[src/rtl/alu_share_arbiter_if.sv]
// Requester-side bundle for alu_share_arbiter: two request channels,
// two response channels and the shared registered result/zero bus.
// master = requesters (execute stage, address/branch unit), slave = arbiter.
interface alu_share_arbiter_if;
  logic        req0_valid;
  logic        req0_ready;
  logic [2:0]  req0_op;
  logic [31:0] req0_a;
  logic [31:0] req0_b;
  logic        req1_valid;
  logic        req1_ready;
  logic [2:0]  req1_op;
  logic [31:0] req1_a;
  logic [31:0] req1_b;
  logic        rsp0_valid;
  logic        rsp0_ready;
  logic        rsp1_valid;
  logic        rsp1_ready;
  logic [31:0] rsp_result;
  logic        rsp_zero;

  modport master (
    output req0_valid, req0_op, req0_a, req0_b,
    output req1_valid, req1_op, req1_a, req1_b,
    output rsp0_ready, rsp1_ready,
    input  req0_ready, req1_ready,
    input  rsp0_valid, rsp1_valid, rsp_result, rsp_zero
  );

  modport slave (
    input  req0_valid, req0_op, req0_a, req0_b,
    input  req1_valid, req1_op, req1_a, req1_b,
    input  rsp0_ready, rsp1_ready,
    output req0_ready, req1_ready,
    output rsp0_valid, rsp1_valid, rsp_result, rsp_zero
  );
endinterface

[src/rtl/alu_share_arbiter.sv]
// alu_share_arbiter: round-robin sharing of one combinational 32-bit ALU
// between the execute stage (requester 0) and the address/branch unit
// (requester 1). Operands are held on the ALU for EXEC_CYCLES settle cycles,
// then result and zero flag are registered and returned to the winner.
// Optional macro ALU_ARB_STATS_EN adds saturating per-requester grant
// counters grant0_cnt/grant1_cnt of width CNT_W.
module alu_share_arbiter #(
  parameter int EXEC_CYCLES = 1,
  parameter int CNT_W       = 16
) (
  input  logic               clk,
  input  logic               rst_n,
  alu_share_arbiter_if.slave bus,
  output logic [2:0]         alu_op,
  output logic [31:0]        alu_a,
  output logic [31:0]        alu_b,
  input  logic [31:0]        alu_result,
  input  logic               alu_zero
`ifdef ALU_ARB_STATS_EN
  ,
  output logic [CNT_W-1:0]   grant0_cnt,
  output logic [CNT_W-1:0]   grant1_cnt
`endif
);

  // Elaboration-time guard on parameter ranges.
  if (EXEC_CYCLES < 1 || EXEC_CYCLES > 15 || CNT_W < 1) begin : g_bad_param
    $error("alu_share_arbiter: EXEC_CYCLES must be 1..15 and CNT_W >= 1");
  end

  typedef enum logic [1:0] {IDLE, EXEC, RESP} state_t;

  localparam logic [3:0] CNT_LOAD = 4'(EXEC_CYCLES - 1);

  state_t      state_reg;
  logic        last_grant_reg;
  logic        grant_id_reg;
  logic [3:0]  cnt_reg;
  logic        rsp0_valid_reg;
  logic        rsp1_valid_reg;
  logic [31:0] rsp_result_reg;
  logic        rsp_zero_reg;
  logic [2:0]  alu_op_reg;
  logic [31:0] alu_a_reg;
  logic [31:0] alu_b_reg;

  logic        pick0;
  logic        pick1;
  logic        rsp_done;

  // Winner selection: only in IDLE; on a tie the requester that did not
  // complete last wins.
  always_comb begin
    pick0 = 1'b0;
    pick1 = 1'b0;
    if (state_reg == IDLE) begin
      if (bus.req0_valid && bus.req1_valid) begin
        pick0 = last_grant_reg;
        pick1 = !last_grant_reg;
      end else begin
        pick0 = bus.req0_valid;
        pick1 = bus.req1_valid;
      end
    end
  end

  // Response handshake of whichever channel currently holds the result.
  assign rsp_done = (rsp0_valid_reg && bus.rsp0_ready) ||
                    (rsp1_valid_reg && bus.rsp1_ready);

  // Main FSM: accept, hold operands while the ALU settles, capture, respond.
  always_ff @(posedge clk or negedge rst_n) begin
    if (!rst_n) begin
      state_reg      <= IDLE;
      last_grant_reg <= 1'b1;
      grant_id_reg   <= 1'b0;
      cnt_reg        <= 4'd0;
      rsp0_valid_reg <= 1'b0;
      rsp1_valid_reg <= 1'b0;
      rsp_result_reg <= 32'd0;
      rsp_zero_reg   <= 1'b0;
      alu_op_reg     <= 3'd0;
      alu_a_reg      <= 32'd0;
      alu_b_reg      <= 32'd0;
    end else begin
      case (state_reg)
        IDLE: begin
          if (pick0 || pick1) begin
            alu_op_reg   <= pick1 ? bus.req1_op : bus.req0_op;
            alu_a_reg    <= pick1 ? bus.req1_a  : bus.req0_a;
            alu_b_reg    <= pick1 ? bus.req1_b  : bus.req0_b;
            grant_id_reg <= pick1;
            cnt_reg      <= CNT_LOAD;
            state_reg    <= EXEC;
          end
        end
        EXEC: begin
          if (cnt_reg == 4'd0) begin
            rsp_result_reg <= alu_result;
            rsp_zero_reg   <= alu_zero;
            rsp0_valid_reg <= !grant_id_reg;
            rsp1_valid_reg <= grant_id_reg;
            state_reg      <= RESP;
          end else begin
            cnt_reg <= cnt_reg - 4'd1;
          end
        end
        RESP: begin
          if (rsp_done) begin
            last_grant_reg <= grant_id_reg;
            rsp0_valid_reg <= 1'b0;
            rsp1_valid_reg <= 1'b0;
            state_reg      <= IDLE;
          end
        end
        default: state_reg <= IDLE;
      endcase
    end
  end

  assign bus.req0_ready = pick0;
  assign bus.req1_ready = pick1;
  assign bus.rsp0_valid = rsp0_valid_reg;
  assign bus.rsp1_valid = rsp1_valid_reg;
  assign bus.rsp_result = rsp_result_reg;
  assign bus.rsp_zero   = rsp_zero_reg;
  assign alu_op         = alu_op_reg;
  assign alu_a          = alu_a_reg;
  assign alu_b          = alu_b_reg;

`ifdef ALU_ARB_STATS_EN
  logic [1:0] accept_vec;
  assign accept_vec = {pick1, pick0};

  for (genvar gi = 0; gi < 2; gi++) begin : g_stats
    logic [CNT_W-1:0] cnt_reg;
    // Saturating count of accept handshakes for requester gi.
    always_ff @(posedge clk or negedge rst_n) begin
      if (!rst_n) begin
        cnt_reg <= '0;
      end else if (accept_vec[gi] && (cnt_reg != '1)) begin
        cnt_reg <= cnt_reg + CNT_W'(1);
      end
    end
  end

  assign grant0_cnt = g_stats[0].cnt_reg;
  assign grant1_cnt = g_stats[1].cnt_reg;
`endif

endmodule

[src/flat_wrapper.sv]
// flat-port wrapper written by rule: the top's interface ports become plain ports
module alu_share_arbiter_flat 
#(
  parameter int EXEC_CYCLES = 1,
  parameter int CNT_W       = 16
)
  (clk, rst_n, alu_op, alu_a, alu_b, alu_result, alu_zero, bus_req0_valid, bus_req0_op, bus_req0_a, bus_req0_b, bus_req1_valid, bus_req1_op, bus_req1_a, bus_req1_b, bus_rsp0_ready, bus_rsp1_ready, bus_req0_ready, bus_req1_ready, bus_rsp0_valid, bus_rsp1_valid, bus_rsp_result, bus_rsp_zero);
  alu_share_arbiter_if bus_i ();
  input  logic clk;
  input  logic rst_n;
  output logic [2:0] alu_op;
  output logic [31:0] alu_a;
  output logic [31:0] alu_b;
  input  logic [31:0] alu_result;
  input  logic alu_zero;
  input wire logic [$bits(bus_i.req0_valid)-1:0] bus_req0_valid;
  input wire logic [$bits(bus_i.req0_op)-1:0] bus_req0_op;
  input wire logic [$bits(bus_i.req0_a)-1:0] bus_req0_a;
  input wire logic [$bits(bus_i.req0_b)-1:0] bus_req0_b;
  input wire logic [$bits(bus_i.req1_valid)-1:0] bus_req1_valid;
  input wire logic [$bits(bus_i.req1_op)-1:0] bus_req1_op;
  input wire logic [$bits(bus_i.req1_a)-1:0] bus_req1_a;
  input wire logic [$bits(bus_i.req1_b)-1:0] bus_req1_b;
  input wire logic [$bits(bus_i.rsp0_ready)-1:0] bus_rsp0_ready;
  input wire logic [$bits(bus_i.rsp1_ready)-1:0] bus_rsp1_ready;
  output wire logic [$bits(bus_i.req0_ready)-1:0] bus_req0_ready;
  output wire logic [$bits(bus_i.req1_ready)-1:0] bus_req1_ready;
  output wire logic [$bits(bus_i.rsp0_valid)-1:0] bus_rsp0_valid;
  output wire logic [$bits(bus_i.rsp1_valid)-1:0] bus_rsp1_valid;
  output wire logic [$bits(bus_i.rsp_result)-1:0] bus_rsp_result;
  output wire logic [$bits(bus_i.rsp_zero)-1:0] bus_rsp_zero;
  assign bus_i.req0_valid = bus_req0_valid;
  assign bus_i.req0_op = bus_req0_op;
  assign bus_i.req0_a = bus_req0_a;
  assign bus_i.req0_b = bus_req0_b;
  assign bus_i.req1_valid = bus_req1_valid;
  assign bus_i.req1_op = bus_req1_op;
  assign bus_i.req1_a = bus_req1_a;
  assign bus_i.req1_b = bus_req1_b;
  assign bus_i.rsp0_ready = bus_rsp0_ready;
  assign bus_i.rsp1_ready = bus_rsp1_ready;
  assign bus_req0_ready = bus_i.req0_ready;
  assign bus_req1_ready = bus_i.req1_ready;
  assign bus_rsp0_valid = bus_i.rsp0_valid;
  assign bus_rsp1_valid = bus_i.rsp1_valid;
  assign bus_rsp_result = bus_i.rsp_result;
  assign bus_rsp_zero = bus_i.rsp_zero;
  alu_share_arbiter #(.EXEC_CYCLES(EXEC_CYCLES), .CNT_W(CNT_W)) u_core (.clk(clk), .rst_n(rst_n), .bus(bus_i), .alu_op(alu_op), .alu_a(alu_a), .alu_b(alu_b), .alu_result(alu_result), .alu_zero(alu_zero));
endmodule
[config.mk]
export PLATFORM = sky130hd
export DESIGN_NAME = alu_share_arbiter_flat
export DESIGN_NICKNAME = d
export VERILOG_FILES = /design/src/rtl/alu_share_arbiter_if.sv /design/src/rtl/alu_share_arbiter.sv /design/src/flat_wrapper.sv
export SDC_FILE = /design/constraint.sdc
export NUM_CORES = 1
export LEC_CHECK = 0
export CAP_MARGIN = 10
export CORE_MARGIN = 4
export CORE_UTILIZATION = 42
export CTS_BUF_LIST = sky130_fd_sc_hd__clkbuf_4 sky130_fd_sc_hd__clkbuf_8
export DETAILED_ROUTE_END_ITERATION = 7
export PLACE_DENSITY_LB_ADDON = 0.25
export REMOVE_ABC_BUFFERS = 1
export SLEW_MARGIN = 30
export SYNTH_ARGS = -nofsm -noshare
export SYNTH_HDL_FRONTEND = slang
export SYNTH_SLANG_ARGS = --single-unit
[constraint.sdc]
create_clock -name clk -period 3.6 [get_ports clk]
set_input_delay 1.08 -clock clk [delete_from_list [all_inputs] [get_ports clk]]
set_output_delay 1.08 -clock clk [all_outputs]
set_load 0.02 [all_outputs]
==> run_results.csv, run 1 <==
group,metric,value,unit
run_status,outcome,"finished clean",
placed_design,dp.cells,763,
critical_path,crit_path_end_kind,"output pin",
worst_hold_path,hold_class,"reg -> reg",
critical_path,crit_type,"in -> out",
clock_network,cts_setup_buffers,0,
route,wl,15500,um
global_routing,overflow,0,
cells_and_area,finalNonFillerCells,778,
cells_and_area,fin_util,71.5,%
cells_and_area,layout_commonest_cell,"clkdlybuf4s50_1",
placed_design,globalplace.congestion,0.777,
synth,ys_seq_area_share,57.8,%
clock_network,cts_made_buffers,9,
global_routing,track_usage,23.5,%
floorplan,die_h,114,um
synth,ys_warn_count,0,
flow_run,drv_cap,0,
route,ant_nets,0,
power,worst_ir_drop_vdd,0.000485,V
global_routing,grt_max_degree,69,
placed_design,place_area,7670,um^2
critical_path,arrival,2250,ps
route,drtIter0Drc,214,
route,vias,4152,
synth,synthArstFlopShare,100,%
clock_network,insertion_delay,370,ps
synth,syn-cell-area,4760,um^2
clock_network,clk_pin_slew,100,ps
sta,period_needed,3330,ps
floorplan,design.portCount,277,
global_routing,grt_antenna_before_repair,0,
critical_path,crit_required,2520,ps
route,drc,0,
floorplan,die_w,114,um
synth,synth-edff-count,0,
sta,tightest_slew,872,ps
placed_design,pre_cts_ws,-16.8,ps
cells_and_area,final_nets,812,
sta,hold_viol,0,
sta,worst_clock_skew,13.5,ps
critical_path,cp_slowest_cell,"clkdlybuf4s50_1",
power,leakage,3.22,nW
cells_and_area,drive_gt1_share,10.3,%
clock_network,h-tree-depth,3,
clock_network,ctsHoldBuffers,0,
synth,syn_inst,367,
power,cellPowerDensity,851,nW/um^2
sta,slew_viol_final,0,
synth,ys.flop_type,"dfrtp_1",
route,drt_pre_antenna_iters,4,
cells_and_area,mostFrequentLayoutCells,"clkdlybuf4s50_1, dfrtp_1, a221o_1, and2_0, mux2_2",
cells_and_area,fin_area,7850,um^2
sta,worst_slack,273,ps
sta,setup_viol,0,
clock_network,clock_sinks,110,
synth,ys_seq_elements,110,
floorplan,dieArea,13100,um^2
sta,timing.hold.ws,501,ps
route,avgRoutedWirePerCell,20.0,um
floorplan,start_util,43.4,%
floorplan,core_area,11000,um^2
global_routing,first_global_vias,4492,
clock_network,clock_path_buffers,2,
cells_and_area,fillers,803,
placed_design,io_buffers,276,
clock_network,ctsRootBufferMaster,"clkbuf_8",
placed_design,hpwlAfterDp,11600,um
clock_network,cts_tree,"done",
critical_path,start_kind,"primary input",
sta,slew_headroom,41.9,%
critical_path,worstPathMaxFanout,2,
route,viasPerCell,5.34,
critical_path,path_cells,"clkdlybuf4s50_1 > buf_4 > a21oi_4 > dlygate4sd2_1",
critical_path,crit_path_max_incr_delay,430,ps
synth,ys_types,39,
cells_and_area,syn2layout_area_growth,64.8,%
synth,syn_avg_cell_area,13.0,um^2
sta,rsz0062_at_grt,"false",
cells_and_area,diodes,0,
sta,clock.fmax,0.301,GHz
global_routing,grt_pass1_wl,23900,um
floorplan,rows,38,
sta,finalCritPeriodShare,92.4,%
[cell type report]
type / instances / area (um^2) / area share [%]
timing repair buffer: 284 / 2830 / 36.1
sequential: 110 / 2750 / 35.1
multi-input combinational: 218 / 1870 / 23.8
tap: 140 / 175 / 2.23
clock buffer: 11 / 151 / 1.93
inverter: 11 / 41.3 / 0.526
clock inverter: 4 / 22.5 / 0.287
[synthesized netlist by cell type (2+ instances only)]
cell type / number / area share, %
dfrtp_1: 109 / 57
a221o_1: 68 / 14
and2_0: 42 / 5.5
mux2_2: 33 / 7.8
and2_1: 25 / 3.3
clkbuf_1: 17 / 1.3
inv_1: 11 / 0.87
buf_2: 9 / 0.95
ha_1: 5 / 1.3
o21ai_0: 5 / 0.53
a22oi_1: 3 / 0.47
nand3b_1: 3 / 0.47
nor2_1: 3 / 0.24
a21oi_1: 2 / 0.21
a21oi_2: 2 / 0.37
a221oi_1: 2 / 0.37
nand2_1: 2 / 0.16
nand3_1: 2 / 0.21
nor3b_1: 2 / 0.32
o211ai_1: 2 / 0.32
o22ai_1: 2 / 0.26
[layer usage]
metal | global-route usage, % | part of all wire (%) | vias up
met5 | 0 | 0 | -
met4 | 7.21 | 1.7 | 0
met3 | 8.83 | 11 | 18
li1 | - | - | 1911
met1 | 28.1 | 39 | 2021
met2 | 39.3 | 49 | 202
[final timing paths]
path	startpoint	to	slack [ps]	cells past startpoint
min in group asynchronous	rst_n	u_core.alu_a[25]	690	1
hold reg to reg	u_core.grant_id_reg	u_core.bus.rsp0_valid	500	1
max in group asynchronous	rst_n	u_core.last_grant_reg	2100	2
setup reg to reg	u_core.state_reg[1]	u_core.bus.rsp_result[24]	1210	4
hold / removal	u_core.grant_id_reg	u_core.bus.rsp0_valid	500	1
setup / recovery	bus_req0_valid	bus_req1_ready	270	4
[critical path: cells and delay by family]
family	cells	cell delay (ps)
buf+inv	3	950
compound gates	1	210
[stage by stage]
step                TNS (ps)  power (mW)
finish                     0        6.68
global route               0        7.12
CTS                        0        6.75
detailed placement     -16.8        6.05
global placement       -14.8        5.92
floorplan               -307        4.20
[report_power, final]
group          internal (mW)  switching (mW)
clock network          0.283           0.395
logic                   1.98            1.84
registers               1.85           0.340
[cell families after synthesis]
logic type	synth area share (%)
flip-flops	57.8
AO/OA/AOI/OAI	18.4
AND/OR/NAND/NOR	11.2
buffers and inverters	3.42
multiplexers	7.80
adder cells (fa/ha/maj)	1.31
[timing repair]
item,CTS,global route
setup endpoints to repair,1,1
gates resized for setup,1,1
pin swaps,0,0
Power figures use the tool's default switching activity.
==> run 2, diff against run 1 <==
--- a/config.mk
+++ b/config.mk
@@ -6,7 +6,7 @@
 export NUM_CORES = 1
 export LEC_CHECK = 0
 export CAP_MARGIN = 10
-export CORE_MARGIN = 4
+export CORE_MARGIN = 2
 export CORE_UTILIZATION = 42
 export CTS_BUF_LIST = sky130_fd_sc_hd__clkbuf_4 sky130_fd_sc_hd__clkbuf_8
 export DETAILED_ROUTE_END_ITERATION = 7
==> run 2 against run 1 <==
  * Via count about the same
  * Non-clock buffer count decreased by 2
  * Setup slack got worse by 3.7 ps
  * Clock power increased by 2%
  * Critical path depth increased by 1
  * Sequential cell count unchanged
  * Clock skew decreased by 3.6 ps
  * Register-to-register slack improved by 30 ps
  * Final cell count decreased by 0.13%
==> run_results.csv, run 2 (synthesized netlist as in run 1, its figures left out) <==
group,metric,value,unit
route,wl,15100,um
clock_network,ctsRootBufferMaster,"clkbuf_8",
cells_and_area,fin_area,7860,um^2
cells_and_area,final_nets,810,
sta,rsz0062_at_grt,"false",
floorplan,dieArea,12200,um^2
route,vias,4153,
clock_network,cts_setup_buffers,0,
global_routing,grt_pass1_wl,24300,um
floorplan,die_h,110,um
power,leakage,3.21,nW
sta,slew_viol_final,0,
route,ant_nets,0,
power,p_int,4.10,mW
placed_design,globalplace.congestion,0.821,
global_routing,grt_antenna_before_repair,0,
sta,period_needed,3330,ps
critical_path,r2r_start,"u_core.state_reg[1]",
placed_design,place_area,7670,um^2
power,worst_ir_drop_vdd,0.000514,V
floorplan,core_area,10900,um^2
cells_and_area,layout_commonest_cell,"clkdlybuf4s50_1",
clock_network,cts_tree,"done",
sta,finalCritPeriodShare,92.5,%
route,avgRoutedWirePerCell,19.4,um
cells_and_area,mostFrequentLayoutCells,"clkdlybuf4s50_1, dfrtp_1, a221o_1, and2_0, mux2_2",
critical_path,crit_path_end_kind,"output pin",
sta,setup_viol,0,
flow_run,drv_cap,0,
clock_network,ctsResizeCount,0,
floorplan,rows,38,
floorplan,die_w,110,um
global_routing,grt_max_degree,87,
power,pwr-share-comb,57.0,%
global_routing,track_usage,25.0,%
route,drc,0,
critical_path,crit_required,2520,ps
placed_design,pre_cts_ws,60.0,ps
clock_network,h-tree-depth,3,
power,swShare,39.0,%
sta,slew_headroom,41.0,%
power,p_sw,2.62,mW
cells_and_area,drive_gt1_share,10.4,%
clock_network,clk_pin_slew,100,ps
route,viasPerCell,5.34,
clock_network,insertion_delay,370,ps
power,cellPowerDensity,855,nW/um^2
critical_path,worstPathMaxFanout,5,
worst_hold_path,hold_class,"reg -> reg",
power,p_clk_share,10.3,%
global_routing,overflow,0,
critical_path,r2r_slack,1240,ps
floorplan,design.portCount,277,
clock_network,clock_path_buffers,2,
global_routing,first_global_vias,4476,
placed_design,hpwlAfterDp,11100,um
clock_network,clock_sinks,110,
placed_design,io_buffers,276,
floorplan,start_util,43.5,%
critical_path,crit_start,"bus_req0_valid",
sta,worst_clock_skew,9.92,ps
sta,tightest_slew,885,ps
clock_network,cts_made_buffers,9,
sta,timing.hold.ws,500,ps
cells_and_area,syn2layout_area_growth,65.0,%
route,drt_pre_antenna_iters,4,
cells_and_area,diodes,0,
power,total_power,6.71,mW
route,drtIter0Drc,204,
critical_path,crit_type,"in -> out",
sta,clock.fmax,0.300,GHz
sta,worst_slack,270,ps
critical_path,start_kind,"primary input",
clock_network,ctsHoldBuffers,0,
worst_hold_path,min_from,"u_core.grant_id_reg",
critical_path,arrival,2250,ps
power,seqPwrFrac,32.6,%
run_status,outcome,"finished clean",
sta,hold_viol,0,
run 2: worst max-delay path, stage by stage:
cell	delay (ps)
clkdlybuf4s50_1	530
buf_4	170
nand2_1	90
a21oi_4	190
buf_4	190
run 2: power by group through the flow:
stage / registers (mW) / logic [mW] / clock network, mW
final: 2.19 / 3.83 / 0.694
after global routing: 2.27 / 4.08 / 0.765
after CTS: 2.19 / 3.87 / 0.717
after detailed placement: 2.19 / 3.86 / 0
after global placement: 2.17 / 3.75 / 0
after floorplan: 2.85 / 1.34 / 0
run 2: worst paths after layout:
kind	end	depth (start not counted)
max	bus_req0_ready	5
min reg2reg	u_core.bus.rsp0_valid	1
max reg2reg	u_core.bus.rsp_result[12]	4
min	u_core.bus.rsp0_valid	1
max in group asynchronous	u_core.bus.rsp_result[30]	2
min in group asynchronous	u_core.bus.rsp_result[0]	1
run 2: final cells by class:
cell class / count / area, um^2
clock inverters: 7 / 58.8
well taps: 140 / 175
repair buffers: 282 / 2830
flip-flops and latches: 110 / 2750
inverters: 11 / 41.3
multi-input cells: 218 / 1870
clock buffers: 9 / 124
fillers: 793 / 3080
run 2: per-stage QoR:
stage / setup TNS [ps] / util [%] / instances
final: 0 / 71.8 / 777
after global routing: 0 / 71.8 / 777
after CTS: 0 / 71.8 / 777
after detailed placement: 0 / 70.1 / 761
after global placement: 0 / 70.1 / 761
after floorplan: -307 / - / 339
run 2: layer usage:
metal / up-vias / global-route usage [%] / part of all wire (%)
li1: 1909 / - / -
met5: - / 0 / 0
met3: 31 / 7.68 / 8.1
met4: 0 / 11.3 / 3.3
met2: 203 / 40.7 / 48
met1: 2010 / 30.5 / 41
==> run 3, diff against run 2 <==
--- a/config.mk
+++ b/config.mk
@@ -10,9 +10,10 @@
 export CORE_UTILIZATION = 42
 export CTS_BUF_LIST = sky130_fd_sc_hd__clkbuf_4 sky130_fd_sc_hd__clkbuf_8
 export DETAILED_ROUTE_END_ITERATION = 7
+export GPL_TIMING_DRIVEN = 0
 export PLACE_DENSITY_LB_ADDON = 0.25
 export REMOVE_ABC_BUFFERS = 1
-export SLEW_MARGIN = 30
+export SLEW_MARGIN = 20
 export SYNTH_ARGS = -nofsm -noshare
 export SYNTH_HDL_FRONTEND = slang
 export SYNTH_SLANG_ARGS = --single-unit
==> run 3 against run 2 <==
  * Clock power increased by 13%
  * Utilization is 2.1 points higher
  * Sequential power barely moved
  * Largest power group unchanged
  * Sequential share of layout area shrank 0.99 points
  * Routed wire length is 3.7% higher
  * Highest routed layer unchanged
  * Fmax down 4.4%
  * Combinational power is 5% higher
  * Hold slack lost 2.4 ps
  * Critical path type unchanged
  * Non-clock buffer count increased by 5
  * Clock skew shrank 3.2 ps
  * Total power rose by 4.4%
==> run_results.csv, run 3 (synthesized netlist as in run 1, its figures left out) <==
group,metric,value,unit
run_status,outcome,"finished clean",
critical_path,critical_path_buf_inv_count,4,
sta,finalCritPeriodShare,96.8,%
global_routing,globalRouteMet3Util,9.33,%
cells_and_area,fin_util,73.9,%
clock_network,cts_tree,"done",
cells_and_area,fin_area,8080,um^2
sta,worst_clock_skew,6.68,ps
sta,worst_slack,115,ps
clock_network,clock_path_buffers,2,
critical_path,r2r_slack,1220,ps
worst_hold_path,hold_class,"reg -> reg",
worst_hold_path,worstHoldPathCells,1,
critical_path,cp_slowest_cell,"dlygate4sd2_1",
critical_path,r2r_start,"u_core.state_reg[1]",
critical_path,crit_top_cell,"buf_16",
global_routing,grt_antenna_before_repair,0,
cells_and_area,final_nets,815,
placed_design,pre_cts_ws,-832,ps
global_routing,use_met2,44.9,%
critical_path,crit_type,"in -> out",
power,worst_ir_drop_vdd,0.000533,V
power,leakage,3.32,nW
global_routing,overflow,0,
sta,rsz0062_at_grt,"false",
clock_network,clk_pin_slew,100,ps
critical_path,reg2reg_depth,4,
route,viasPerCell,5.38,
clock_network,ctsRootBufferMaster,"clkbuf_8",
cells_and_area,drive_gt1_share,11.4,%
sta,tightest_slew,928,ps
critical_path,crit_start,"bus_req1_valid",
global_routing,grt_max_degree,59,
placed_design,globalplace.congestion,0.849,
critical_path,start_kind,"primary input",
critical_path,crit_required,2520,ps
floorplan,dieArea,12200,um^2
sta,clock.fmax,0.287,GHz
placed_design,dp.cells,764,
placed_design,io_buffers,276,
critical_path,cp_top_family,"buffers and inverters",
route,drc,0,
global_routing,track_usage,26.3,%
critical_path,crit_path_end_kind,"output pin",
global_routing,first_global_vias,4717,
critical_path,crit_path_max_incr_delay,350,ps
placed_design,place_area,7850,um^2
worst_hold_path,min_from,"u_core.grant_id_reg",
route,vias,4207,
clock_network,cts_made_buffers,9,
sta,period_needed,3480,ps
floorplan,design.portCount,277,
route,drt_pre_antenna_iters,4,
critical_path,r2r-end,"u_core.bus.rsp_result[4]",
route,avgRoutedWirePerCell,20.0,um
floorplan,die_w,110,um
critical_path,arrival,2400,ps
flow_run,drv_cap,0,
cells_and_area,mostFrequentLayoutCells,"clkdlybuf4s50_1, dfrtp_1, a221o_1, and2_0, mux2_2",
floorplan,start_util,43.5,%
sta,setup_viol,0,
floorplan,core_area,10900,um^2
global_routing,grt_pass1_wl,25400,um
clock_network,h-tree-depth,3,
sta,hold_viol,0,
sta,slew_viol_final,0,
cells_and_area,diodes,0,
critical_path,worstPathMaxFanout,23,
cells_and_area,layout_commonest_cell,"clkdlybuf4s50_1",
route,wl,15700,um
cells_and_area,finalNonFillerCells,782,
route,ant_nets,0,
floorplan,rows,38,
clock_network,clock_sinks,110,
worst_hold_path,hold_path_end,"u_core.bus.rsp0_valid",
global_routing,met1_usage,30.5,%
route,drtIter0Drc,232,
clock_network,insertion_delay,380,ps
global_routing,busiest_layer,"met2",
power,cellPowerDensity,867,nW/um^2
placed_design,hpwlAfterDp,12000,um
floorplan,die_h,110,um
cells_and_area,syn2layout_area_growth,69.8,%
critical_path,path_cells,"clkdlybuf4s15_2 > nand2_1 > a21oi_4 > buf_16 > buf_16 > dlygate4sd2_1",
sta,slew_headroom,38.1,%
[run 3: layer usage]
layer | up-vias | part of all wire (%)
met4 | 0 | 3.2
met3 | 35 | 9.0
met2 | 217 | 49
met1 | 2035 | 38
met5 | - | 0
li1 | 1920 | -
[run 3: cell type report]
type                            count  area [um^2]
Fill cell                         747         2850
Inverter                           11         41.3
Timing Repair Buffer              287         3030
Sequential cell                   110         2750
Clock inverter                      3         42.5
Multi-Input combinational cell    218         1870
Tap cell                          140          175
Clock buffer                       13          166
[run 3: stage by stage]
| step | setup TNS [ps] | hold slack (ps) | total power [mW] |
|---|---|---|---|
| floorplan | -307 | 465 | 4.20 |
| finish | 0 | 498 | 7.01 |
| detailed placement | -1400 | 494 | 6.23 |
| global placement | -405360 | 487 | 5.88 |
| CTS | 0 | 509 | 7.05 |
| global route | 0 | 522 | 7.41 |
[run 3: worst max path at each step]
| stage | endpoint | slack, ps | cells after the start |
|---|---|---|---|
| floorplan | bus_req0_ready | -170 | 1 |
| global placement | u_core.alu_b[1] | -2720 | 1 |
| detailed placement | bus_req1_ready | -830 | 6 |
| CTS | bus_req0_ready | 6 | 5 |
| global route | bus_req1_ready | 80 | 6 |
| finish | bus_req1_ready | 120 | 6 |
[run 3: worst reg2reg max path: cells and delay by family (launching register included)]
family / cells / cell delay, ps
DFF: 1 / 390
muxes: 1 / 440
and+or+nand+nor: 1 / 920
adders and majority gates: 1 / 420
buffers and inverters: 1 / 100
[run 3: timing repair]
| item | 4_1_cts | 5_1_grt |
|---|---|---|
| pin swaps | 0 | 0 |
| setup endpoints to repair | 2 | 1 |
| endpoints found under the hold margin | 0 | 0 |
| gates resized for setup | 7 | 2 |
| hold buffers | 0 | 0 |
| buffers inserted | 2 | 0 |
[run 3: report_power, final]
part	internal (mW)	switching [mW]	total, mW	leakage (nW)
combinational	2.13	1.90	4.02	1.87
sequential	1.85	0.345	2.20	1.34
clock	0.375	0.411	0.786	0.106
==> RTL change, RTL diff (settings of run 1) <==
Re-encode `state_t` (3 states) as one-hot, 3 bits wide.
--- a/src/rtl/alu_share_arbiter.sv
+++ b/src/rtl/alu_share_arbiter.sv
@@ -28,7 +28,7 @@
     $error("alu_share_arbiter: EXEC_CYCLES must be 1..15 and CNT_W >= 1");
   end
 
-  typedef enum logic [1:0] {IDLE, EXEC, RESP} state_t;
+  typedef enum logic [2:0] {IDLE = 3'b001, EXEC = 3'b010, RESP = 3'b100} state_t;
 
   localparam logic [3:0] CNT_LOAD = 4'(EXEC_CYCLES - 1);
 
Function: no difference found for any inputs over 4 cycles, from zero or initial values and one cycle with rst_n low; so few cycles prove little.
==> RTL change against run 1 <==
Sequential cell count is 1 higher. Worst setup slack worse by 0.044 ns. Wire length is 20% higher. Critical path depth stayed put. Area after synthesis is 12% higher. Global-route usage is 1.7 points higher. Sequential share of layout area is 1.7 points lower. Via count is 28% higher. Power is 8.5% higher. Final area is 6.2% higher. Critical endpoint unchanged.
==> RTL change: results (changes against run 1) <==
{
  "grt_pass1_vias": {"value": 5479, "change": "was 4,492"},
  "num_vias": {"value": 5322, "change": "was 4,152"},
  "synthDistinctLibCells": {"value": 36, "change": "was 39"},
  "m1WireLength": {"value": 7.13, "unit": "mm", "change": "was 5.98 mm"},
  "cellInternalPower": {"value": 0.00412, "unit": "W", "change": "was 0.00411 W"},
  "synth_common_cells": {"value": "dfrtp_1, o21ai_0, nand3_1", "change": "was dfrtp_1, a221o_1, and2_0"},
  "placed_cells": {"value": 926, "change": "was 763"},
  "groute.layer.met1.usage": {"value": 0.295, "change": "was 0.281"},
  "synthesized_area_divided_by_synthesized_cell_count": {"value": 10.1, "unit": "sq um", "change": "was 13.0 sq um"},
  "fillCellCount": {"value": 959, "change": "was 803"},
  "total_power": {"value": 0.00725, "unit": "W", "change": "was 0.00668 W"},
  "worst_ep_arrival_time": {"value": 2.29, "unit": "ns", "change": "was 2.25 ns"},
  "gp_routability_congestion": {"value": 0.810, "change": "was 0.777"},
  "clock-skew-final": {"value": 0.00811, "unit": "ns", "change": "was 0.0135 ns"},
  "grt.met2_usage": {"value": 0.437, "change": "was 0.393"},
  "vias_per_cell": {"value": 5.65, "change": "was 5.34"},
  "hpwlAfterDp": {"value": 13.3, "unit": "mm", "change": "was 11.6 mm"},
  "pwr.group.clock_w": 0.000675,
  "drt-initial-drc-count": {"value": 389, "change": "was 214"},
  "synth_mux_area_frac": {"value": 0.0938, "change": "was 0.0780"},
  "grt_use_total": {"value": 0.252, "change": "was 0.235"},
  "run_status": {"value": "complete, no violations", "change": "unchanged"},
  "post_layout_net_count": {"value": 944, "change": "was 812"},
  "reported_leakage_power": {"value": 3.30, "unit": "nW", "change": "was 3.22 nW"},
  "worst_ir_drop_vdd": {"value": 0.596, "unit": "mV", "change": "was 0.485 mV"},
  "ys_seq_area_frac": {"value": 0.521, "change": "was 0.578"},
  "final_layout_size_suffix_gt1_frac": {"value": 0.0943, "change": "was 0.103"},
  "met3_wirelength": {"value": 1.81, "unit": "mm", "change": "was 1.67 mm"},
  "routedWlPerCell": {"value": 19.7, "unit": "um", "change": "was 20.0 um"},
  "post_cts_hold_buffer_count": {"value": 0, "change": "unchanged"},
  "power.combinational.total": {"value": 0.00430, "unit": "W", "change": "was 0.00381 W"},
  "synth-adder-area-share": {"value": 0.00469, "change": "was 0.0131"}
}
[RTL change: cell count changes after synthesis, sizes merged, moves of 3 or more]
cell and change:
a21oi +65, a221o -68, a31oi +68, and2 -67
buf +14, clkbuf +14, ha -3, inv -3
nand3 +68, nand3b -3, o21ai +67, or3b +3
[RTL change: worst paths after layout]
check,slack (ns),depth (start not counted),start,endpoint
min,0.51,1,u_core.bus.rsp_result[1],u_core.bus.rsp_result[1]
max reg2reg,1.10,5,u_core.state_reg[0],u_core.alu_a[28]
min reg2reg,0.51,1,u_core.bus.rsp_result[1],u_core.bus.rsp_result[1]
max,0.23,4,bus_req1_valid,bus_req1_ready
min in group asynchronous,0.72,1,rst_n,u_core.bus.rsp_result[22]
max in group asynchronous,2.18,2,rst_n,u_core.alu_b[17]
[RTL change: worst max-delay path: stages]
cell and delay (ns):
clkdlybuf4s50_1 0.49, a21bo_2 0.24, nor2_1 0.12, dlygate4sd2_1 0.36
[RTL change: cell type report]
class	count	area (sq um)	share of cell area
clock buffers	11	139	0.0167
clock inverters	5	25.0	0.00300
inverters	8	30.0	0.00360
multi-input cells	351	2270	0.273
flip-flops and latches	111	2780	0.334
well taps	168	210	0.0252
repair buffers	288	2880	0.345
[RTL change: metrics by stage]
step                      cell area [sq um]  utilization  worst slack, ns
after global routing                   8330        0.682            0.207
after floorplan                        5070            -            -4.63
final                                  8330        0.682            0.229
after CTS                              8330        0.682           0.0340
after global placement                 8170        0.669           0.0215
after detailed placement               8170        0.669          -0.0340
[RTL change: what timing repair did]
action,in CTS,in global routing
gates resized for setup,1,1
endpoints found under the hold margin,0,0
pin swaps,0,0
endpoints found under the setup margin,1,1
